`config.mk`:
```
export PLATFORM = sky130hd
export DESIGN_NAME = wb_arb
export DESIGN_NICKNAME = d
export VERILOG_FILES = /design/src/rtl/wb_arb_pkg.sv /design/src/rtl/wb_fifo.sv /design/src/rtl/wb_arb.sv
export SDC_FILE = /design/constraint.sdc
export NUM_CORES = 1
export LEC_CHECK = 0
export CORE_MARGIN = 4
export CORE_UTILIZATION = 50
export CTS_CLUSTER_DIAMETER = 40
export DETAILED_ROUTE_END_ITERATION = 16
export GPL_ROUTABILITY_DRIVEN = 0
export PLACE_DENSITY = 0.87
export SYNTH_ARGS = -nofsm -noshare
export SYNTH_HDL_FRONTEND = slang
export SYNTH_SLANG_ARGS = --single-unit
```
`constraint.sdc`:
```
create_clock -name clk -period 5.83 [get_ports clk]
set_input_delay 0.583 -clock clk [delete_from_list [all_inputs] [get_ports clk]]
set_output_delay 0.583 -clock clk [all_outputs]
set_load 0.03 [all_outputs]
```
`src/rtl/wb_arb_pkg.sv`:
```
// wb_arb_pkg: shared cpu writeback defaults and the arbiter winner-select encoding.
package wb_arb_pkg;
   localparam int DEPTH_DEF = 2;
   localparam int DW_DEF    = 16;
   localparam int RW_DEF    = 3;

   typedef enum logic [1:0] {SEL_NONE, SEL_LD, SEL_BUF, SEL_PIPE} winSel_e;
endpackage

```
`src/rtl/wb_fifo.sv`:
```
// wb_fifo: holds pipeline writeback results that lost arbitration, oldest first.
// Ports: clk, rst_n (async active-low); push/pushReg/pushData write the tail;
// pop retires the head; headReg/headData show the oldest entry; count/full give occupancy;
// entryRegs/entryValid expose every slot's destination register and valid bit.
module wb_fifo #(
   parameter int DEPTH = 2,
   parameter int DW = 16,
   parameter int RW = 3,
   parameter int CW = $clog2(DEPTH) + 1
) (
   input  logic                clk,
   input  logic                rst_n,
   input  logic                push,
   input  logic [RW-1:0]       pushReg,
   input  logic [DW-1:0]       pushData,
   input  logic                pop,
   output logic [RW-1:0]       headReg,
   output logic [DW-1:0]       headData,
   output logic [CW-1:0]       count,
   output logic                full,
   output logic [DEPTH*RW-1:0] entryRegs,
   output logic [DEPTH-1:0]    entryValid
);
   localparam int PW = $clog2(DEPTH);

   logic [RW-1:0] regMem [DEPTH];
   logic [DW-1:0] dataMem [DEPTH];
   logic [PW-1:0] wrPtr, rdPtr;
   logic pushOk, popOk;

   // Guards keep occupancy inside [0, DEPTH] even if a caller misbehaves.
   assign full = count == CW'(DEPTH);
   assign pushOk = push && !full;
   assign popOk = pop && count != '0;
   assign headReg = regMem[rdPtr];
   assign headData = dataMem[rdPtr];

   for (genvar i = 0; i < DEPTH; i++) begin : g_ent
      assign entryRegs[i*RW +: RW] = regMem[i];
   end

   // Power-of-two depth lets the pointers wrap by plain overflow.
   always_ff @(posedge clk or negedge rst_n) begin
      if (!rst_n) begin
         wrPtr <= '0;
         rdPtr <= '0;
         count <= '0;
         entryValid <= '0;
      end else begin
         if (popOk) begin
            rdPtr <= rdPtr + 1'b1;
            entryValid[rdPtr] <= 1'b0;
         end
         if (pushOk) begin
            wrPtr <= wrPtr + 1'b1;
            entryValid[wrPtr] <= 1'b1;
         end
         count <= count + CW'(pushOk) - CW'(popOk);
      end
   end

   always_ff @(posedge clk) begin
      if (pushOk) begin
         regMem[wrPtr] <= pushReg;
         dataMem[wrPtr] <= pushData;
      end
   end
endmodule

```
`src/rtl/wb_arb.sv`:
```
// wb_arb: register-file write-port arbiter between unstallable load returns and
// stallable pipeline results, with a small buffer for pipeline results that lose.
// Ports: clk, rst_n (async active-low); pipe_valid/pipe_reg/pipe_data in, pipe_stall out;
// ld_valid/ld_reg/ld_data in; wr_en/wr_reg/wr_data registered write port;
// busy_mask flags registers with a buffered write still pending.
module wb_arb
   import wb_arb_pkg::*;
#(
   parameter int DEPTH = DEPTH_DEF,
   parameter int DW = DW_DEF,
   parameter int RW = RW_DEF
) (
   input  logic              clk,
   input  logic              rst_n,
   input  logic              pipe_valid,
   input  logic [RW-1:0]     pipe_reg,
   input  logic [DW-1:0]     pipe_data,
   output logic              pipe_stall,
   input  logic              ld_valid,
   input  logic [RW-1:0]     ld_reg,
   input  logic [DW-1:0]     ld_data,
   output logic              wr_en,
   output logic [RW-1:0]     wr_reg,
   output logic [DW-1:0]     wr_data,
   output logic [2**RW-1:0]  busy_mask
);
   localparam int CW = $clog2(DEPTH) + 1;

   winSel_e winSel;
   logic accept, push, pop, full;
   logic [CW-1:0] count;
   logic [RW-1:0] headReg, selReg;
   logic [DW-1:0] headData, selData;
   logic [DEPTH*RW-1:0] entryRegs;
   logic [DEPTH-1:0] entryValid;

   // Stall depends only on registered occupancy, so it never loops back through pipe_valid.
   assign pipe_stall = full;
   assign accept = pipe_valid && !full;

   always_comb begin
      winSel = SEL_NONE;
      if (ld_valid) winSel = SEL_LD;
      else if (count != '0) winSel = SEL_BUF;
      else if (accept) winSel = SEL_PIPE;
      selReg = ld_valid ? ld_reg : (count != '0) ? headReg : pipe_reg;
      selData = ld_valid ? ld_data : (count != '0) ? headData : pipe_data;
   end

   // An accepted result that cannot write now queues behind older ones.
   assign pop = winSel == SEL_BUF;
   assign push = accept && winSel != SEL_PIPE;

   wb_fifo #(.DEPTH(DEPTH), .DW(DW), .RW(RW), .CW(CW)) u_fifo (
      .clk(clk),
      .rst_n(rst_n),
      .push(push),
      .pushReg(pipe_reg),
      .pushData(pipe_data),
      .pop(pop),
      .headReg(headReg),
      .headData(headData),
      .count(count),
      .full(full),
      .entryRegs(entryRegs),
      .entryValid(entryValid)
   );

   always_ff @(posedge clk or negedge rst_n) begin
      if (!rst_n) begin
         wr_en <= 1'b0;
         wr_reg <= '0;
         wr_data <= '0;
      end else begin
         wr_en <= winSel != SEL_NONE;
         if (winSel != SEL_NONE) begin
            wr_reg <= selReg;
            wr_data <= selData;
         end
      end
   end

   always_comb begin
      busy_mask = '0;
      for (int k = 0; k < DEPTH; k++)
         if (entryValid[k]) busy_mask[entryRegs[k*RW +: RW]] = 1'b1;
   end
endmodule

```
==> results.md <==
* Worst Tran Pin Value at 1140 ps
* Crit Path Max Fanout at 26
* CP arrival at approximately 3000 ps
* Design Area, Final at between 0.003 and 0.004 mm2
* Most flops, register: u_fifo.dataMem
* Lkg Pwr at 0.00142 uW
* Port Buffers at 70
* Setup TNS at 0 ps
* Longest Clk Path Bufs at 2
* Status: finished, final reports clean
* Syn nets at about 280
* Final Power at around 1500 uW
* Layout Skew at 6.96 ps
* Sequential Area at 0.00179 mm2
* Max-cap violations at 0
* Placed cells at 366
* Worst-path cell chain: clkdlybuf4s50_1 > o21ai_0 > nor2_2
* Hold Crit Class: flop to flop
* Slowest cell on crit path: clkdlybuf4s50_1
* Hold_buf cts at 0
* Fraction of layout cells with a size suffix above 1 at 5.48%
* DP Area at roughly 0.0036 mm2
* Post-DRT Antenna Nets at 0
* Worst Setup End Kind: flop
* Distinct cell type count after synthesis at 27
* Initial antenna violation count at 0
* RSZ-0062 raised after global routing: false
* Mapped Area at between 0.002 and 0.003 mm2
* Max-Slew Margin vs Limit at 23.7%
* Synth Area in Compound Gates at 14.6%
* # Post-CTS Setup Buffers at 0
* Post-Synth Adder-Cell Area at 0%
* Row Count at 27
* Number of vias per cell at about 5.5
* H-tree depth at 3
* GR Overflow Total at 0
* CTS tree: done
* Main combinational cell family by area after synthesis: compound AO/OA/AOI/OAI gates
* Area grow syn2layout at 29.2%
* Number of global-route vias before repair at ~2,300
* Nets at 347
* Total core area at roughly 0.0056 mm2
* Commonest non-fill, non-tap cell in the layout: clkdlybuf4s50_1
* Die height at about 85 um
* Largest register FFs at 32
* Setup ws final at around 2800 ps
* Register area share after synthesis at between 60% and 70%
* Skew-Pair Late Insertion Delay at about 340 ps
* Post-Syn Instances at 240
* CTS root buffer: clkbuf_8
* Final WL at about 6.7 mm
* Tcrit/Tclk final at 51.5%
* Largest regs: u_fifo.dataMem x32, wr_data x16, u_fifo.regMem x6
* DP HPWL at approximately 4.4 mm
* Worst slack at placement at around 2500 ps
* Initial Util at 52.3%
* Post-synthesis mux area share at around 6.5%
* Cts repair resizes at 0
* Setup-failing EPs final at 0
* WP data required at ~5800 ps
* Min Tclk post-route at around 3000 ps
* Synth Area per Inst at around 12 um2
* Critical path type: input port to flop
* CTS buffer count at 9
* Total vias in the final route at 2,110
* FF+latch count, synth at 64
* PD cells at 402 mW/mm2
* Yosys warns at 0
* Drt first pass iters at 4
* Commonest non-fill, non-tap cells in the layout: clkdlybuf4s50_1, edfxtp_1, dfrtp_1
* Largest net degree at the start of global routing at between 40 and 50
* Simple-gate share of the synthesized area at 13.2%
* Peak VDD IR at a little under 0.0002 V
* Area taken by multi-input logic gates at roughly 0.0010 mm2
* All-Layer GR Usage at 20.3%
* Initial DRC count at 149
* Die W at roughly 85 um
* Fmax at ~0.33 GHz
* First-pass GRT wire length at between 10 and 15 mm
* Hold Vio Cnt, Final at 0
* IO Pins at between 70 and 80
* Non-filler cells, final at 382
* Fillers at roughly 430
* Worst setup SP type: input port
* Largest stage delay on the critical path at just over 1000 ps
* Die area at approximately 0.0071 mm2
* Clock slew at the register clock pins of the worst setup and hold paths at around 60 ps
* Residual DRC count at 0
* Max-slew violations at 0
* CTS Sinks at 64
* Drt wl/cell at about 17 um
* Post-synthesis xor/xnor area fraction at less than 1%
* Diodes inserted at 0
[worst max-delay path, delay by kind of cell]
| family | cells | cell delay [ps] |
|---|---|---|
| buf+inv | 1 | 1020 |
| simple gates | 1 | 880 |
| compound gates | 1 | 460 |
[per-layer routing]
layer  part of all wire [%]  GRT usage [%]  vias to the layer above
li1                       -              -                     1012
met5                      0              0                        -
met4                    2.0           10.1                        0
met3                    5.4           4.91                       13
met2                     51           34.6                       68
met1                     41           23.8                     1017
[path summary, 6_finish.rpt]
path                       slack (ps)  depth (start not counted)              endpoint       startpoint
max                              2830                          3  u_fifo.dataMem[0][1]       pipe_valid
min                               510                          1           wr_data[15]      wr_data[15]
max reg2reg                      3770                          3  u_fifo.dataMem[0][1]  u_fifo.count[1]
min reg2reg                       510                          1           wr_data[15]      wr_data[15]
max in group asynchronous        4910                          2            wr_data[2]            rst_n
min in group asynchronous         640                          2           wr_data[14]            rst_n
[final cells by class]
class | instances | area share (%)
Tap cell | 72 | 2.38
Clock inverter | 1 | 0.0991
Inverter | 3 | 0.297
Sequential cell | 64 | 47.3
Clock buffer | 15 | 4.13
Timing Repair Buffer | 71 | 18.6
Multi-Input combinational cell | 156 | 27.2
[cells in the mapped netlist]
cell type,count,area [um2]
edfxtp_1,38,1140
dfrtp_1,26,651
nand2_1,24,90.1
nor2_1,21,78.8
nor2b_1,21,131
o31ai_1,20,150
mux2i_1,19,190
o22a_1,19,166
clkbuf_1,8,30.0
o21ai_0,8,40.0
nand2b_1,6,37.5
buf_6,5,56.3
o22ai_1,5,31.3
buf_2,3,15.0
inv_1,3,11.3
o32ai_1,2,17.5
xnor2_1,2,17.5
a21oi_1,1,5.00
a32o_1,1,10.0
and2b_1,1,7.51
buf_1,1,3.75
nand3b_1,1,7.51
nor3b_1,1,7.51
o21bai_1,1,7.51
or2_4,1,8.76
or3_1,1,6.26
or3_4,1,11.3
[logic make-up (layout without fill, tap and decap cells)]
| logic type | Yosys count | after routing |
|---|---|---|
| xor gates and xnor gates | 2 | 2 |
| DFF | 64 | 64 |
| AOI/OAI and AO/OA | 57 | 57 |
| and+or+nand+nor | 78 | 78 |
| buffers and inverters | 20 | 90 |
| muxes | 19 | 19 |
[metrics by stage]
step           hold slack, ps  util (%)
2_1_floorplan             287         -
3_3_place_gp              490      64.7
3_5_place_dp              502      64.7
4_1_cts                   517      67.5
5_1_grt                   535      67.5
6_report                  513      67.5
[where the power goes]
part,switching [uW],internal [uW]
Combinational,285,238
Sequential,92.0,588
Clock,155,166
(Power assumes the default switching activity.)
